## config.mk

```make
export PLATFORM = sky130hd
export DESIGN_NAME = mant_div_seq
export DESIGN_NICKNAME = d
export VERILOG_FILES = /design/src/rtl/mant_div_seq.sv
export SDC_FILE = /design/constraint.sdc
export NUM_CORES = 1
export LEC_CHECK = 0
export BUFFER_PORTS_ARGS = -buffer_cell sky130_fd_sc_hd__buf_2
export CAP_MARGIN = 0
export CORE_MARGIN = 1
export CORE_UTILIZATION = 49
export CTS_BUF_LIST = sky130_fd_sc_hd__clkbuf_4
export DETAILED_ROUTE_END_ITERATION = 7
export GPL_TIMING_DRIVEN = 0
export PLACE_DENSITY = 0.76
export SYNTH_ARGS = -nofsm -noshare
export SYNTH_HDL_FRONTEND = slang
export SYNTH_SLANG_ARGS = --single-unit
```

## constraint.sdc

```tcl
create_clock -name clk -period 2.61 [get_ports clk]
set_input_delay 0.261 -clock clk [delete_from_list [all_inputs] [get_ports clk]]
set_output_delay 0.261 -clock clk [all_outputs]
set_load 0.05 [all_outputs]
```

## src/rtl/mant_div_seq.sv

```systemverilog
// Sequential restoring mantissa divider: Q = floor(A*2^WIDTH/B), one quotient bit per cycle.
// Optional remainder-nonzero flag built only when MANT_DIV_STICKY_EN is defined.
module mant_div_seq #(
  parameter int WIDTH = 24
) (
  input  logic             clk,
  input  logic             rst,
  input  logic             start,
  input  logic [WIDTH-1:0] A,
  input  logic [WIDTH-1:0] B,
  output logic             ready,
  output logic             done,
  output logic [WIDTH:0]   Q,
  output logic             sticky,
  output logic             err
);

  typedef enum logic [1:0] {S_IDLE, S_RUN, S_DONE} state_t;

  localparam logic [4:0] ITERS = 5'(WIDTH + 1);

  state_t           state_q;
  logic [WIDTH:0]   r_q, r_d;
  logic [WIDTH:0]   q_q;
  logic [WIDTH-1:0] b_q;
  logic [4:0]       cnt_q;
  logic             ready_q, done_q, err_q;
  logic             ge;
  logic [WIDTH:0]   diff;

  // R stays below 2*B, so the shifted value always fits in WIDTH+1 bits.
  always_comb begin
    ge   = (r_q >= {1'b0, b_q});
    diff = r_q - {1'b0, b_q};
    r_d  = ge ? (diff << 1) : (r_q << 1);
  end

`ifdef MANT_DIV_STICKY_EN
  logic sticky_q;
  assign sticky = sticky_q;
`else
  assign sticky = 1'b0;
`endif

  always_ff @(posedge clk) begin
    if (rst) begin
      state_q <= S_IDLE;
      r_q     <= '0;
      q_q     <= '0;
      b_q     <= '0;
      cnt_q   <= '0;
      ready_q <= 1'b1;
      done_q  <= 1'b0;
      err_q   <= 1'b0;
`ifdef MANT_DIV_STICKY_EN
      sticky_q <= 1'b0;
`endif
    end else begin
      case (state_q)
        S_IDLE, S_DONE: begin
          done_q <= 1'b0;
          if (start) begin
            b_q <= B;
            r_q <= {1'b0, A};
`ifdef MANT_DIV_STICKY_EN
            sticky_q <= 1'b0;
`endif
            if (!B[WIDTH-1]) begin
              // Unnormalized divisor: report saturated quotient without iterating.
              q_q     <= '1;
              err_q   <= 1'b1;
              cnt_q   <= '0;
              done_q  <= 1'b1;
              ready_q <= 1'b1;
              state_q <= S_DONE;
            end else begin
              q_q     <= '0;
              err_q   <= 1'b0;
              cnt_q   <= ITERS;
              ready_q <= 1'b0;
              state_q <= S_RUN;
            end
          end else if (state_q == S_DONE) begin
            state_q <= S_IDLE;
          end
        end
        S_RUN: begin
          r_q   <= r_d;
          q_q   <= {q_q[WIDTH-1:0], ge};
          cnt_q <= cnt_q - 5'd1;
          if (cnt_q == 5'd1) begin
            state_q <= S_DONE;
            done_q  <= 1'b1;
            ready_q <= 1'b1;
`ifdef MANT_DIV_STICKY_EN
            sticky_q <= (r_d != '0);
`endif
          end
        end
        default: begin
          state_q <= S_IDLE;
          ready_q <= 1'b1;
          done_q  <= 1'b0;
        end
      endcase
    end
  end

  assign ready = ready_q;
  assign done  = done_q;
  assign Q     = q_q;
  assign err   = err_q;

endmodule

```

======== Yosys cells after proc, flatten, opt, wreduce, memory -nomap -nowiden ========
Cells that the tools add are included.
operators by class
  eq/ne operators ......................... 6
  magnitude comparators ................... 1
  add/sub/neg operators ................... 2
  multiplexer cells ....................... 20
  reductions and logical operators ........ 7
operator list
  operator                                                             number
  25-bit two-way mux                                                   4
  25-bit one-hot mux with 2 select lines                               2
  25-bit by 24-bit greater-or-equal comparator with 1-bit output       1
  24-bit subtractor                                                    1
  5-bit two-way mux                                                    2
  5-bit one-hot mux with 2 select lines                                1
  2-bit two-way mux                                                    4
  2-bit AND reduction                                                  4
  5-bit by 1-bit == test with 1-bit output (second input constant)     1
  5-bit by 1-bit subtractor with 5-bit output (second input constant)  1
  1-bit two-way mux                                                    4
  2-bit inequality test (second input constant)                        2
  1-bit one-hot mux with 2 select lines                                2
  2-bit one-hot mux with 2 select lines                                1
  3-bit inequality test (second input constant)                        1
  2-bit by 1-bit == test with 1-bit output (second input constant)     1
  2-bit == test (second input constant)                                1
  2-bit zero test                                                      1
  2-bit nonzero test                                                   1
  2-bit OR reduction                                                   1
storage, ports and cells
  bits of input ports ..................... 51
  register bits ........................... 84
  word-level logic and storage cells ...... 44

======== Logic depth before layout (Yosys ltp) ========
Gate-level depths: netlist (run 1).
  depth after elaboration ................. 4
  gate-level depth with buffers ........... 12

======== Worst setup path before layout (run 1) ========
No wires, ideal clock.
  kind .................................... register to register
  from .................................... reg r_q[0]
  to ...................................... reg r_q[13]
  required time ........................... 2.524 ns
  stages on the path, launching flop included .. 13
  clock period less this slack ............ 2.412 ns
  buffers on the path ..................... 0
  setup slack ............................. 0.198 ns
  data arrival time ....................... 2.326 ns
  library setup time ...................... 0.086 ns
  cell sequence ........................... dfxtp_1 > inv_1 > ha_1 > inv_1 > fa_1 > a211oi_1 > o21a_1 > nor2_1 > or3_1 > a21oi_1 > xnor2_1 > mux2i_1 > a211oi_1
on the way
  word-level cells in the longest chain between the ends .. 3
  elaborated cells between the ends (all ways) .. 4
  classes of those cells .................. 1 x add/sub; 1 x order compare; 2 x mux
ends and longest elaborated chain
  element                                                                                              line    RTL
  start, declared                                                                                      23      logic [WIDTH:0] r_q, r_d;
  start signal, assigned                                                                               64      r_q <= {1'b0, A};
  start signal, assigned                                                                               88      r_q <= r_d;
  24-bit subtractor or 25-bit by 24-bit greater-or-equal comparator with 1-bit output (tied branches)  34, 33
  25-bit two-way mux *                                                                                 35      r_d = ge ? (diff << 1) : (r_q << 1);
  25-bit one-hot mux with 2 select lines *                                                             59      case (state_q)
Every way passes the cells marked *; elsewhere a longest branch is shown, timed or not.
A chain may end at the register's enable or synchronous reset.

======== Worst setup path in the final report (run 1) ========
  from .................................... reg b_q[8]
  to ...................................... reg r_q[19]
on the way
  word-level cells in the longest chain between the ends .. 3
  elaborated cells between the ends (all ways) .. 4
  classes of those cells .................. 1 x add/sub; 1 x order compare; 2 x mux
ends and longest elaborated chain
  element                                                                                              line    RTL
  start, declared                                                                                      25      logic [WIDTH-1:0] b_q;
  start signal, assigned                                                                               50      b_q <= '0;
  start signal, assigned                                                                               63      b_q <= B;
  24-bit subtractor or 25-bit by 24-bit greater-or-equal comparator with 1-bit output (tied branches)  34, 33
  25-bit two-way mux *                                                                                 35
  25-bit one-hot mux with 2 select lines *                                                             59
Marked as above.

==> impl_metrics.tcl, run 1 <==
set metrics [dict create \
    critPathMaxFanout 5 \
    fin_util_pct 62.5 \
    final_cell_area_sq_um 5890 \
    finalHoldViolations 0 \
    crit_path_end_kind "flop" \
    synth.top_cells.by_area "dfxtp_1 (35%), a21oi_1 (11%), nand2_1 (7.7%)" \
    seq_area_sq_um 1690 \
    cp.required_ns 2.99 \
    clkTransAtPathRegs_ns 0.15 \
    antenna_cells 0 \
    routed_via_density 5.74 \
    core_area_sq_um 9420 \
    min_path_type "input pin to flop" \
    grt_pass1_wl_um 21700 \
    grt_pass1_vias 4607 \
    clock_path_buffers 2 \
    cp-start-kind "flop" \
    cts_buffers 9 \
    rsz0062_at_grt "true" \
    fillers 866 \
    synthArstFlopShare_pct 0 \
    syn-mean-instance-area_sq_um 7.53 \
    critPathTopFamily "compound AO/OA/AOI/OAI gates" \
    status "finished, final reports clean" \
    cp_cell_sequence "inv_1, ha_4, nand3_4, or3_4, o21ba_4, o41ai_4, nor2_1, xnor2_1, nand3_1, a221oi_2" \
    grt_max_degree 16 \
    yosysWarningCount 0 \
    finalWirelength_um 13800 \
    cts_tree "yes" \
    post-route-period-util_pct 97.8 \
    slowest_delay_ns 0.40 \
    synth_top_area_cell "dfxtp_1" \
    ir_drop_mv 0.338 \
    syn_area_sq_um 4850 \
    cap_violations 0 \
    fin_crit_ns 2.55 \
    finalNonFillerCells 874 \
    area_growth_syn_to_layout_pct 21.3 \
    grt_overflow 0 \
    row_count 35 \
    dieArea_sq_um 10300 \
    gp_congestion 0.887 \
    place_inst 851 \
    drv_slew 0 \
    clock-sinks 84 \
    cp_slowest_cell "or3_4" \
    dieHeight_um 102 \
    placed_cell_area_sq_um 5400 \
    synth_flop_cell "dfxtp_1" \
    crit_buf_inv 1 \
    netlist-cell-type-count 58 \
    h-tree-depth 3 \
    yosysSeqAreaShare_pct 34.6 \
    final_common_cell "a21oi_1" \
    layout.nets 818 \
    max_freq_ghz 0.392 \
    final_antenna_net_count 0 \
    start_util_pct 51.6 \
    p_leak_nw 2.47 \
    route.detailed.drc 0 \
    multi_input_area_sq_um 3120 \
    power-per-cell-area_nw_per_um2 735 \
    die_w_um 102 \
    drtIter0Drc 383 \
    tightest_slew_ns 0.706 \
    dp_hpwl_um 10100 \
    fin_tns_setup_ns 0 \
    synth_edf_count 0 \
    grtUsageTotal_pct 27.0 \
    layout-drive-gt1-share_pct 20.8 \
    vias 5020 \
    synth_top_area_share_pct 34.6 \
    crit_type "flop to flop" \
    antenna_found_initial 0 \
    netlist_instances 645 \
    port_buffers 77 \
    worstPathArrival_ns 2.93 \
    synth-seq-cells 84 \
    io_pins 80 \
    clockRootBuffer "clkbuf_4" \
    first_pass_iters 5 \
    max-slew-margin-rel_pct 52.9 \
    final_cell_mix "a21oi_1 (107), nand2_1 (98), buf_2 (77)" \
    skew_ns 0.0165 \
    wl_per_cell_um 15.8 \
    clock_latency_ns 0.45 \
    setup_violations 0 \
    syn_nets 723 \
]
power by group:
part / internal, mW / total [mW] / switching [mW]
Sequential: 1.41 / 1.51 / 0.105
Combinational: 0.828 / 2.02 / 1.19
Clock: 0.295 / 0.793 / 0.498
cell families (layout without fill, tap and decap cells):
| family | count (synthesis) | in the layout | synth area share [%] |
|---|---|---|---|
| DFF | 84 | 84 | 34.6 |
| buffers and inverters | 78 | 178 | 6.37 |
| muxes | 20 | 20 | 4.15 |
| and+or+nand+nor | 206 | 206 | 18.5 |
| adders and majority gates | 27 | 27 | 7.11 |
| other | 1 | 1 | 0.0772 |
| xor gates and xnor gates | 19 | 19 | 3.43 |
| AOI/OAI and AO/OA | 210 | 210 | 25.8 |
sequential cells by signal, summed over array words and instances, names as in the netlist:
signal	flops
Q	25
b_q	24
cnt_q	5
done	1
err	1
r_q	25
ready	1
state_q	2
cells in the mapped netlist, drive strengths merged, types with 4 or more instances:
| cell type | number |
|---|---|
| buf | 11 |
| xor2 | 6 |
| nor2b | 5 |
| nand4 | 6 |
| o31ai | 4 |
| o21ai | 36 |
| inv | 35 |
| a21oi | 111 |
| o211ai | 9 |
| a211oi | 8 |
| xnor2 | 13 |
| ha | 26 |
| nand3 | 25 |
| nand2 | 101 |
| mux2i | 19 |
| o21a | 6 |
| clkbuf | 31 |
| o22ai | 7 |
| dfxtp | 84 |
| nor2 | 42 |
| nor3 | 12 |
| a21o | 4 |
| and3 | 4 |
per-stage QoR:
stage	hold WS [ns]	worst slack (ns)	power, mW
2_1_floorplan	0.397	0.198	2.85
4_1_cts	0.0169	-0.00772	4.14
6_report	0.0262	0.0577	4.33
3_5_place_dp	0.448	-0.220	3.26
5_1_grt	0.00946	-0.0640	4.56
3_3_place_gp	0.443	-0.133	3.22
worst paths after layout:
kind	startpoint	to	slack (ns)	cells after the start
max	b_q[8]	r_q[19]	0.06	10
min reg2reg	b_q[1]	b_q[1]	0.46	2
min	B[6]	b_q[6]	0.03	3
max reg2reg	b_q[8]	r_q[19]	0.06	10
layer usage:
layer / track usage, % / up-vias / share of wire [%]
met2: 44.9 / 219 / 47
met5: 0 / - / 0
met3: 4.21 / 27 / 7.0
li1: - / 2451 / -
met1: 35.3 / 2323 / 44
met4: 10.3 / 0 / 2.2
cell type report:
cell class,count,share of cell area (%)
inverter,36,2.29
clock inverter,7,1.25
clock buffer,9,1.15
multi-input combinational,483,53.0
buffer,39,3.06
sequential,84,28.7
tap,129,2.74
timing repair buffer,87,7.82
what timing repair did:
action / in CTS / in global routing
setup endpoints to repair: 24 / 25
hold buffers: 0 / 0
pin swaps: 2 / 18
buffers inserted: 0 / 10
resized for setup: 18 / 42
cloned: 0 / 0
worst reg2reg max path, stage by stage, from the launching register on:
cell and delay [ns]:
dfxtp_2 0.35, inv_1 0.06, ha_4 0.30, nand3_4 0.09
or3_4 0.40, o21ba_4 0.26, o41ai_4 0.39, nor2_1 0.11
xnor2_1 0.17, nand3_1 0.11, a221oi_2 0.24
Note: power is estimated with default switching activity, not from simulation.
==> inputs of run 2 (changes only) <==
clock period = 2.9 ns   (was 2.61 ns; I/O delays follow)
==> run 2 against run 1 <==
Cell count fell by 0.92%. Combinational power fell by 20%. Count of clock-buffer cells in the layout unchanged. Clock power decreased by 11%. Register-to-register slack better by 0.07 ns. Global-route usage decreased by 0.13 points. Via count down 1.1%. Critical path type unchanged. Critical endpoint is now r_q[15]. Highest routed layer unchanged.
==> impl_metrics.tcl, run 2 (synthesis gave the netlist of run 1 again) <==
set metrics [dict create \
    vias 4966 \
    cp_num_cells 11 \
    grt_pass1_wl_um 21600 \
    layout-drive-gt1-share_pct 15.1 \
    power-per-cell-area_nw_per_um2 658 \
    route.detailed.drc 0 \
    regToRegSetupSlack_ns 0.13 \
    grtUsageTotal_pct 26.9 \
    cts_tree "yes" \
    dieArea_sq_um 10300 \
    hold_depth 3 \
    clock-sinks 84 \
    post-route-period-util_pct 95.5 \
    p_leak_nw 2.39 \
    fin_crit_ns 2.77 \
    crit_buf_inv 2 \
    grt_overflow 0 \
    first_pass_iters 5 \
    grt_pass1_vias 4597 \
    fin_util_pct 59.1 \
    drv_slew 0 \
    rsz0062_at_grt "false" \
    reg2regPathDepth 11 \
    p_sw_share_pct 41.4 \
    crit_type "flop to flop" \
    setup_violations 0 \
    cp.required_ns 3.21 \
    antenna_cells 0 \
    antenna_found_initial 0 \
    max-slew-margin-rel_pct 54.3 \
    cp_cell_sequence "inv_1, ha_1, and3_1, o21a_1, o211a_1, o21ai_2, nand3_2, nand2_4, buf_4, mux2i_1, a21oi_1" \
    slowest_delay_ns 0.36 \
    tightest_slew_ns 0.686 \
    h-tree-depth 3 \
    gp_congestion 0.887 \
    clock_latency_ns 0.44 \
    min_path_type "input pin to flop" \
    start_util_pct 51.6 \
    cap_violations 0 \
    critPathLaunch "b_q[2]" \
    skew_ns 0.0151 \
    final_cell_mix "a21oi_1 (109), nand2_1 (100), dfxtp_1 (84)" \
    clockPowerShare_pct 19.2 \
    dieHeight_um 102 \
    area_growth_syn_to_layout_pct 14.6 \
    port_buffers 77 \
    final_common_cell "a21oi_1" \
    p_int_mw 2.14 \
    rr_startpoint "b_q[2]" \
    r2r-end "r_q[15]" \
    critPathMaxFanout 10 \
    critPathTopFamily "compound AO/OA/AOI/OAI gates" \
    finalHoldViolations 0 \
    power.switching_mw 1.52 \
    row_count 35 \
    fin_tns_setup_ns 0 \
    status "finished, final reports clean" \
    cp_slowest_cell "dfxtp_1" \
    cts_buffers 9 \
    cp-start-kind "flop" \
    die_w_um 102 \
    worstPathArrival_ns 3.08 \
    finalWirelength_um 13300 \
    final_cell_area_sq_um 5560 \
    clkTransAtPathRegs_ns 0.14 \
    crit_path_end_kind "flop" \
    drtIter0Drc 283 \
    clockRootBuffer "clkbuf_4" \
    core_area_sq_um 9420 \
    dp_hpwl_um 10100 \
    finalNonFillerCells 866 \
    grt_max_degree 16 \
    layout.nets 810 \
    power_mw 3.66 \
    clock_path_buffers 2 \
    hold_buffers 0 \
    max_freq_ghz 0.361 \
    io_pins 80 \
    final_antenna_net_count 0 \
    crit_end "r_q[15]" \
    wl_per_cell_um 15.4 \
    routed_via_density 5.73 \
    power_frac_seq_pct 36.9 \
    place_inst 851 \
    ir_drop_mv 0.300 \
    placed_cell_area_sq_um 5400 \
    combPwrFrac_pct 43.9 \
]
run 2: changes by cell type in the layout (fill, tap and decap cells not counted), sizes merged:
| cell | delta |
|---|---|
| buf | -11 |
| clkbuf | +3 |
run 2: power by group through the flow:
stage | clock, mW | sequential [mW] | combinational (mW)
floorplan | 0 | 1.49 | 1.08
global placement | 0 | 1.37 | 1.52
detailed placement | 0 | 1.37 | 1.56
CTS | 0.723 | 1.35 | 1.56
global route | 0.761 | 1.37 | 1.75
finish | 0.703 | 1.35 | 1.61
run 2: final cells by class:
class | instances | area, sq um
Buffer | 41 | 170
Clock buffer | 9 | 67.6
Clock inverter | 7 | 73.8
Fill cell | 919 | 3850
Inverter | 36 | 135
Multi-Input combinational cell | 483 | 2890
Sequential cell | 84 | 1680
Tap cell | 129 | 161
Timing Repair Buffer | 77 | 385
run 2: routing by layer:
metal	share of wire [%]	vias to the layer above	track usage (%)
met1	45	2304	35.2
met3	6.9	24	4.21
met2	46	201	44.4
met4	1.9	0	10.5
li1	-	2437	-
met5	0	-	0
run 2: timing repair:
item,CTS,global route
setup endpoints to repair,0,24
setup buffers,0,0
gates resized for setup,0,7
run 2: metrics by stage:
step	setup WS, ns	hold WS, ns
finish	0.132	0.0745
global route	0.00544	0.0439
CTS	0.0548	0.0459
detailed placement	0.0700	0.448
global placement	0.157	0.443
floorplan	0.488	0.426
run 2: how the worst min path moves through the flow:
| stage | from | to | slack [ns] |
|---|---|---|---|
| final | B[5] | b_q[5] | 0.07 |
| after global routing | B[5] | b_q[5] | 0.04 |
| after CTS | B[17] | b_q[17] | 0.05 |
| after detailed placement | b_q[23] | b_q[23] | 0.45 |
| after global placement | b_q[21] | b_q[21] | 0.44 |
| after floorplan | B[10] | b_q[10] | 0.43 |
run 2: tightest hold or removal path: cells and delay by family:
kind / cells / cell delay, ns
and+or+nand+nor: 1 / 0.05
AOI/OAI and AO/OA: 1 / 0.05
buffers and inverters: 1 / 0.09
==> inputs of run 3 (changes only) <==
PLACE_DENSITY = 0.79   (was 0.76)
clock period = 2.5 ns   (was 2.9 ns; I/O delays follow)
==> run 3 against run 2 <==
Count of clock-buffer cells in the layout is the same. Non-clock buffer count grew 16. The flow now finishes with violations (negative setup slack). Sequential power grew 17%. First-iteration DRC count shrank 4.2%. Power grew 27%. Hold slack lost 0.063 ns. Clock power grew 31%. Wire length grew 4.6%. Critical path type unchanged. Sequential cell count is the same. Die area is the same. Core utilization grew 4.7 points.
==> impl_metrics.tcl, run 3 (synthesis gave the netlist of run 1 again) <==
set metrics [dict create \
    first_pass_iters 5 \
    vias 5036 \
    fin_tns_setup_ns -0.0735 \
    grt_overflow 0 \
    hold_depth 3 \
    fin_crit_ns 2.54 \
    dieHeight_um 102 \
    grt_pass1_vias 4629 \
    hold_end "b_q[17]" \
    worstHoldStart "B[17]" \
    antenna_found_initial 0 \
    max-slew-margin-rel_pct 55.4 \
    rr_startpoint "r_q[2]" \
    worstPathArrival_ns 2.85 \
    grt_max_degree 16 \
    placed_cell_area_sq_um 5400 \
    rsz0062_at_grt "true" \
    ir_drop_mv 0.367 \
    violations "negative setup slack" \
    routed_via_density 5.71 \
    clkTransAtPathRegs_ns 0.16 \
    drtIter0Drc 271 \
    dp_hpwl_um 10100 \
    grtUsageTotal_pct 27.2 \
    final_common_cell "a21oi_1" \
    port_buffers 77 \
    p_leak_nw 2.52 \
    io_pins 80 \
    wl_per_cell_um 15.8 \
    layout-drive-gt1-share_pct 23.2 \
    tightest_slew_ns 0.669 \
    layout_setup_ws_ns -0.0368 \
    clock_latency_ns 0.45 \
    layout.nets 826 \
    route.detailed.drc 0 \
    r2r-end "r_q[4]" \
    cap_violations 0 \
    min_path_type "input pin to flop" \
    clock-sinks 84 \
    gp_congestion 0.910 \
    clock_path_buffers 2 \
    setup_violations 3 \
    regToRegSetupSlack_ns -0.04 \
    clockRootBuffer "clkbuf_4" \
    drv_slew 0 \
    cp_slowest_cell "dfxtp_1" \
    slowest_delay_ns 0.41 \
    cts_tree "yes" \
    finalWirelength_um 13900 \
    max_freq_ghz 0.394 \
    row_count 35 \
    final_cell_area_sq_um 6010 \
    h-tree-depth 3 \
    cp-start-kind "flop" \
    crit_path_end_kind "flop" \
    reg2regPathDepth 10 \
    crit_type "flop to flop" \
    place_inst 851 \
    cp_cell_sequence "ha_2, and3_1, o21a_1, o211a_1, o21ai_4, nand3_4, nand2_8, buf_6, mux2i_1, a21oi_1" \
    grt_pass1_wl_um 21900 \
    area_growth_syn_to_layout_pct 23.7 \
    post-route-period-util_pct 101 \
    die_w_um 102 \
    final_cell_mix "a21oi_1 (107), nand2_1 (98), buf_2 (77)" \
    final_antenna_net_count 0 \
    cp.required_ns 2.81 \
    status "finished, violations left" \
    finalHoldViolations 0 \
    power-per-cell-area_nw_per_um2 775 \
    start_util_pct 51.6 \
    critPathMaxFanout 10 \
    antenna_cells 0 \
    core_area_sq_um 9420 \
    skew_ns 0.0287 \
    cts_buffers 9 \
    finalNonFillerCells 882 \
    dieArea_sq_um 10300 \
]
run 3: changes by cell type in the layout (fill, tap and decap cells not counted), sizes merged:
cell / previous run / this run
clkinvlp: 3 / 2
clkbuf: 39 / 36
dlygate4sd3: 0 / 3
buf: 88 / 104
bufinv: 1 / 2
run 3: where the power goes:
| part | internal, mW | total (mW) | switching (mW) | leakage [nW] |
|---|---|---|---|---|
| Combinational | 0.896 | 2.15 | 1.26 | 1.74 |
| Clock | 0.410 | 0.921 | 0.511 | 0.0829 |
| Sequential | 1.47 | 1.58 | 0.111 | 0.698 |
| Total | 2.78 | 4.66 | 1.88 | 2.52 |
run 3: worst max-delay path, delay by kind of cell (launching register included):
kind	cells	cell delay, ns
AO/OA/AOI/OAI	4	0.76
AND/OR/NAND/NOR	3	0.46
multiplexers	1	0.25
flip-flops	1	0.41
buffers and inverters	1	0.19
adder cells (fa/ha/maj)	1	0.34
run 3: area by class of cell:
cell class              count  area, sq um
plain buffers              38          170
clock buffers               9         67.6
clock inverters             7         97.6
fillers                   799         3410
inverters                  36          135
multi-input cells         483         3140
flip-flops and latches     84         1700
well taps                 129          161
repair buffers             96          536
run 3: worst max-delay path by stage:
stage,startpoint,to,slack (ns),cells past startpoint
final,r_q[2],r_q[4],-0.04,10
after global routing,r_q[0],r_q[13],-0.13,12
after CTS,b_q[7],r_q[19],-0.007,10
after detailed placement,b_q[18],r_q[21],-0.26,12
after global placement,b_q[18],r_q[21],-0.23,12
after floorplan,r_q[0],r_q[13],0.09,12
run 3: what timing repair did:
item                                   4_1_cts  5_1_grt
pin swaps                                   24       22
hold buffers                                 0        3
buffers inserted                            12        4
setup endpoints to repair                   25       25
endpoints found under the hold margin        0        3
gates cloned                                 0        0
gates resized for setup                     42       28
run 3: per-layer routing:
layer | GRT usage (%) | wire length [um]
met1 | 35.0 | 6110
met2 | 45.8 | 6750
met3 | 5.87 | 929
met4 | 7.58 | 144
met5 | 0 | 0
run 3: stage by stage:
stage	hold WS, ns	util (%)	power, mW	worst slack [ns]
after CTS	0.00252	61.9	4.48	-0.00679
after floorplan	0.386	-	2.98	0.0880
after global routing	0.00223	63.8	4.90	-0.126
after global placement	0.444	57.4	3.36	-0.231
final	0.0116	63.8	4.66	-0.0368
after detailed placement	0.450	57.4	3.39	-0.259
